--- src/rtl/dec38_rr_arbiter.sv ---
// Round-robin owner of a shared 3:8 decoder. It drives the select lines {a,b,c} and the enable for the
// current grant holder, and inserts a one-cycle enable-low gap between any two grants.
//
//   state    | meaning
//   ---------+--------------------------------------------------------------
//   ST_IDLE  | no grant; enable low; waiting for any request
//   ST_GRANT | enable high; {a,b,c} = holder index; hold counter running
//   ST_GAP   | enable low for one cycle after a release; {a,b,c} keep the last index
module dec38_rr_arbiter #(
  parameter int unsigned HOLD_MAX = 15
) (
  input  logic       clk,
  input  logic       rst_n,
  input  logic [7:0] req,
  input  logic       done,
  output logic       a,
  output logic       b,
  output logic       c,
  output logic       in,
  output logic       timeout
);

  localparam logic [1:0] ST_IDLE  = 2'd0;
  localparam logic [1:0] ST_GRANT = 2'd1;
  localparam logic [1:0] ST_GAP   = 2'd2;

  localparam logic [7:0] HOLD_LAST = 8'(HOLD_MAX - 1);

  logic [1:0] state_q, state_d;
  logic [2:0] ptr_q, ptr_d;
  logic [2:0] idx_q, idx_d;
  logic [7:0] hold_cnt_q, hold_cnt_d;
  logic       in_q, in_d;
  logic       timeout_q, timeout_d;

  logic [2:0] winner;
  logic       any_req;
  logic       hold_hit;
  logic       release_grant;

  // The scan starts one past the last winner. Offset 8 wraps back to ptr itself, so the previous
  // holder is considered last.
  always_comb begin
    winner  = ptr_q;
    any_req = 1'b0;
    for (int k = 1; k <= 8; k++) begin
      if (!any_req && req[ptr_q + 3'(k)]) begin
        winner  = ptr_q + 3'(k);
        any_req = 1'b1;
      end
    end
  end

  always_comb begin
    state_d       = state_q;
    ptr_d         = ptr_q;
    idx_d         = idx_q;
    hold_cnt_d    = hold_cnt_q;
    in_d          = 1'b0;
    timeout_d     = 1'b0;
    hold_hit      = (hold_cnt_q == HOLD_LAST);
    release_grant = done || !req[idx_q] || hold_hit;

    case (state_q)
      ST_IDLE, ST_GAP: begin
        if (any_req) begin
          state_d    = ST_GRANT;
          idx_d      = winner;
          ptr_d      = winner;
          hold_cnt_d = 8'd0;
          in_d       = 1'b1;
        end else begin
          state_d = ST_IDLE;
        end
      end
      ST_GRANT: begin
        hold_cnt_d = hold_cnt_q + 8'd1;
        if (release_grant) begin
          state_d   = ST_GAP;
          // A timeout is flagged only when the hold limit alone forced the release.
          timeout_d = hold_hit && !done && req[idx_q];
        end else begin
          in_d = 1'b1;
        end
      end
      default: begin
        state_d = ST_IDLE;
      end
    endcase
  end

  always_ff @(posedge clk or negedge rst_n) begin
    if (!rst_n) begin
      state_q    <= ST_IDLE;
      ptr_q      <= 3'd7;
      idx_q      <= 3'd0;
      hold_cnt_q <= 8'd0;
      in_q       <= 1'b0;
      timeout_q  <= 1'b0;
    end else begin
      state_q    <= state_d;
      ptr_q      <= ptr_d;
      idx_q      <= idx_d;
      hold_cnt_q <= hold_cnt_d;
      in_q       <= in_d;
      timeout_q  <= timeout_d;
    end
  end

  assign a       = idx_q[2];
  assign b       = idx_q[1];
  assign c       = idx_q[0];
  assign in      = in_q;
  assign timeout = timeout_q;

endmodule

--- config.mk ---
export PLATFORM = sky130hd
export DESIGN_NAME = dec38_rr_arbiter
export DESIGN_NICKNAME = d
export VERILOG_FILES = /design/src/rtl/dec38_rr_arbiter.sv
export SDC_FILE = /design/constraint.sdc
export NUM_CORES = 1
export LEC_CHECK = 0
export CAP_MARGIN = 20
export CORE_MARGIN = 2
export CORE_UTILIZATION = 60
export CTS_BUF_LIST = sky130_fd_sc_hd__clkbuf_16
export DETAILED_ROUTE_END_ITERATION = 7
export HOLD_SLACK_MARGIN = 0.03
export PLACE_DENSITY_LB_ADDON = 0.08
export SYNTH_ARGS = -nofsm -noshare
export SYNTH_HDL_FRONTEND = slang
export SYNTH_SLANG_ARGS = --single-unit
--- constraint.sdc ---
create_clock -name clk -period 6.1 [get_ports clk]
set_input_delay 1.525 -clock clk [delete_from_list [all_inputs] [get_ports clk]]
set_output_delay 1.525 -clock clk [all_outputs]
set_load 0.02 [all_outputs]
==> results by group <==
Global routing
  • Vias in the first global route: 1,394
  • All-Layer GR Usage: 25.8%
  • Largest net degree at the start of global routing: 19
  • First-pass GRT wire length: 6780 microns
  • GR Overflow Total: 0
  • Antenna violations before repair: 0

Worst setup path
  • Worst r2r dst: idx_q[0]$_DFFE_PN0P_
  • Reg2reg setup slack: roughly 2.3 ns
  • Crit path max-delay family: multiplexers
  • Reg2Reg Depth: 9
  • CP Buf/Inv Count: 1
  • RR Startpoint: ptr_q[0]$_DFFE_PN1P_
  • CP Cell Sequence: clkdlybuf4s50_1, mux4_2, or4_4, a2111oi_4, nand2_2, nand3_1, xnor2_1, mux2_2
  • CP Class: in -> reg
  • Max stage delay on crit path: 0.61 ns
  • CP Launch Type: primary input
  • Crit-path max FO: 8
  • Crit end category: flip-flop
  • Data arrival, critical path: 4.29 ns
  • Critical path's slowest cell: mux4_2
  • Cell count along the critical path: 8
  • Worst EP required: 6.23 ns

Detailed routing
  • Average via count per standard cell: 6.85
  • DR DRC count: 0
  • Initial DRC count: 80
  • Detail Route Antenna Nets: 0
  • Total iterations of the first detailed-routing run: 4
  • WL/cell: 18.3 microns
  • DR vias: 1,528
  • WL final: 4080 microns

Timing
  • Final Setup Violations: 0
  • Total negative slack: 0 ns
  • Final period util: between 60 and 70%
  • Peak Freq: 0.241 GHz
  • Fin. Hold Viols: 0
  • Slew margin rel.: between 40% and 50%
  • Fin crit period: slightly above 4 ns
  • Slew Limit Fails: 0
  • Worst slew pin tran: 0.778 ns
  • Clock Skew: 0.00240 ns
  • RSZ-0062 raised after global routing: false

Clock tree
  • Max Root-Sink Buffers: 2
  • Clock buffer count from CTS: 3
  • Clk pin slew, worst setup/hold paths: 0.05 ns
  • CTS H-tree lvls: 1
  • PostCTS Resize Cnt: 0
  • Clock sinks: 18
  • Post-CTS Hold Fix Bufs: 0
  • Setup bufs post-CTS: 0
  • CTS tree: built
  • CTS root buffer: clkbuf_16
  • Worst skew pair latency: roughly 0.25 ns

Logic synthesis
  • Mapped Nets: between 150 and 200
  • Post-synth EDFFs: 0
  • Post-synth top area share: 20.7%
  • Ranking of synthesized cells by area: dfrtp_1 21%, mux4_2 19%, mux2_2 5.0%
  • #FFs+latches synth: 18
  • Sequential-to-total area share from yosys stat: 25.1%
  • Cells after Synth: 180
  • Synth warn: 0
  • Post-synth cell types: 54
  • Mapped Avg Cell Area: 10.1 sq um
  • Fraction of registers with async set/reset: 100%
  • Mapped cell area: approximately 0.0018 sq mm
  • Most used DFF post-synth: dfrtp_1
  • Synth area leader: dfrtp_1

Finish
  • Multi-input gate area: around 0.0013 sq mm
  • Layout overhead on the synthesized area: 11.9%
  • Reg area: 454 sq um
  • Number of diodes: 0
  • Fillers: approximately 210
  • Fin cells: 223
  • Most frequent cells in the layout: 15 x mux4_2, 15 x o21ai_0, 15 x dfrtp_1, 15 x clkdlybuf4s50_1, 14 x nor2_1
  • Nets: 208
  • Layout cell share with drive strength beyond 1: roughly a fifth

Floorplanning
  • Rows: 19
  • Die W: 59.0 microns
  • Die ar.: 0.00348 sq mm
  • Starting density of the core: 64.6%
  • Ports: 16
  • Die height: 59.0 microns
  • Core box area: approximately 0.0028 sq mm

Placement
  • Placed Cells: 219
  • GP Congestion: slightly below 0.9
  • Port-buffer cells: 15
  • Hpwl dp: 2960 microns

Worst hold path
  • Worst Hold Class: reg -> reg
  • Worst hold start: hold_cnt_q[7]$_DFFE_PN0P_
  • Hold EP: hold_cnt_q[7]$_DFFE_PN0P_
  • Worst hold path depth: 1

Job
  • Max-cap violation count: 0

Outcome
  • Status: complete, no violations
## flip-flops by register name (all words and copies together), names as in the netlist
register    cells
idx_q           3
timeout         1
ptr_q           3
hold_cnt_q      8
state_q         2
in              1
## cells in the mapped netlist (2+ instances only)
library cell and number:
dfrtp_1 15, mux4_2 15, o21ai_0 15, nor2_1 14, nand2_1 12, inv_1 9, mux2_2 8, mux2i_1 8
a21oi_1 7, nor2b_1 5, ha_1 4, or2_1 4, buf_2 3, buf_6 3, dfstp_2 3, nand2b_1 3
nand3_1 3, xor2_1 3, a211o_1 2, a21o_1 2, a221oi_1 2, a311oi_1 2, a31oi_1 2, and3_1 2
nor3b_1 2, o21a_1 2, o21ai_1 2, xnor2_1 2
## how the worst max path moves through the flow
| stage | from | end | slack (ns) |
|---|---|---|---|
| 4_1_cts | req[6] | idx_q[1]$_DFFE_PN0P_ | 1.93 |
| 6_report | req[7] | idx_q[0]$_DFFE_PN0P_ | 1.94 |
| 3_3_place_gp | req[5] | hold_cnt_q[4]$_DFFE_PN0P_ | 1.74 |
| 5_1_grt | req[6] | idx_q[0]$_DFFE_PN0P_ | 1.85 |
| 3_5_place_dp | req[7] | idx_q[1]$_DFFE_PN0P_ | 1.67 |
| 2_1_floorplan | req[5] | idx_q[0]$_DFFE_PN0P_ | 2.48 |
## logic make-up (layout without fill, tap and decap cells)
logic type      after synthesis  count (layout)  share of synthesized area (%)
mux                          31              31                           28.0
simple gates                 58              58                           18.2
compound gates               48              48                           18.8
xor+xnor                      5               5                           2.42
buf+inv                      16              28                           4.76
fa+ha+maj                     4               4                           2.76
flops                        18              18                           25.1
## routing by layer
metal / GRT usage [%] / share of wire, %
met5: 0 / 0
met4: 2.92 / 0.20
met3: 6.77 / 5.2
met2: 39.8 / 49
met1: 38.0 / 46
## metrics by stage
step	utilization (%)	area (sq um)	setup WS [ns]	hold slack [ns]
floorplan	-	1810	2.48	0.442
global placement	69.5	1950	1.74	0.465
detailed placement	69.5	1950	1.67	0.474
CTS	72.3	2030	1.93	0.478
global route	72.3	2030	1.85	0.510
finish	72.3	2030	1.94	0.480
## layout make-up
type,instances,area share [%]
Clock buffer,3,3.70
Clock inverter,1,0.185
Inverter,9,1.67
Multi-Input combinational cell,146,62.7
Sequential cell,18,22.4
Tap cell,31,1.91
Timing Repair Buffer,15,7.40
Power is left out: the tool's default activity adds up to more than one toggle a clock period on the data nets, which glitch-free logic cannot reach.
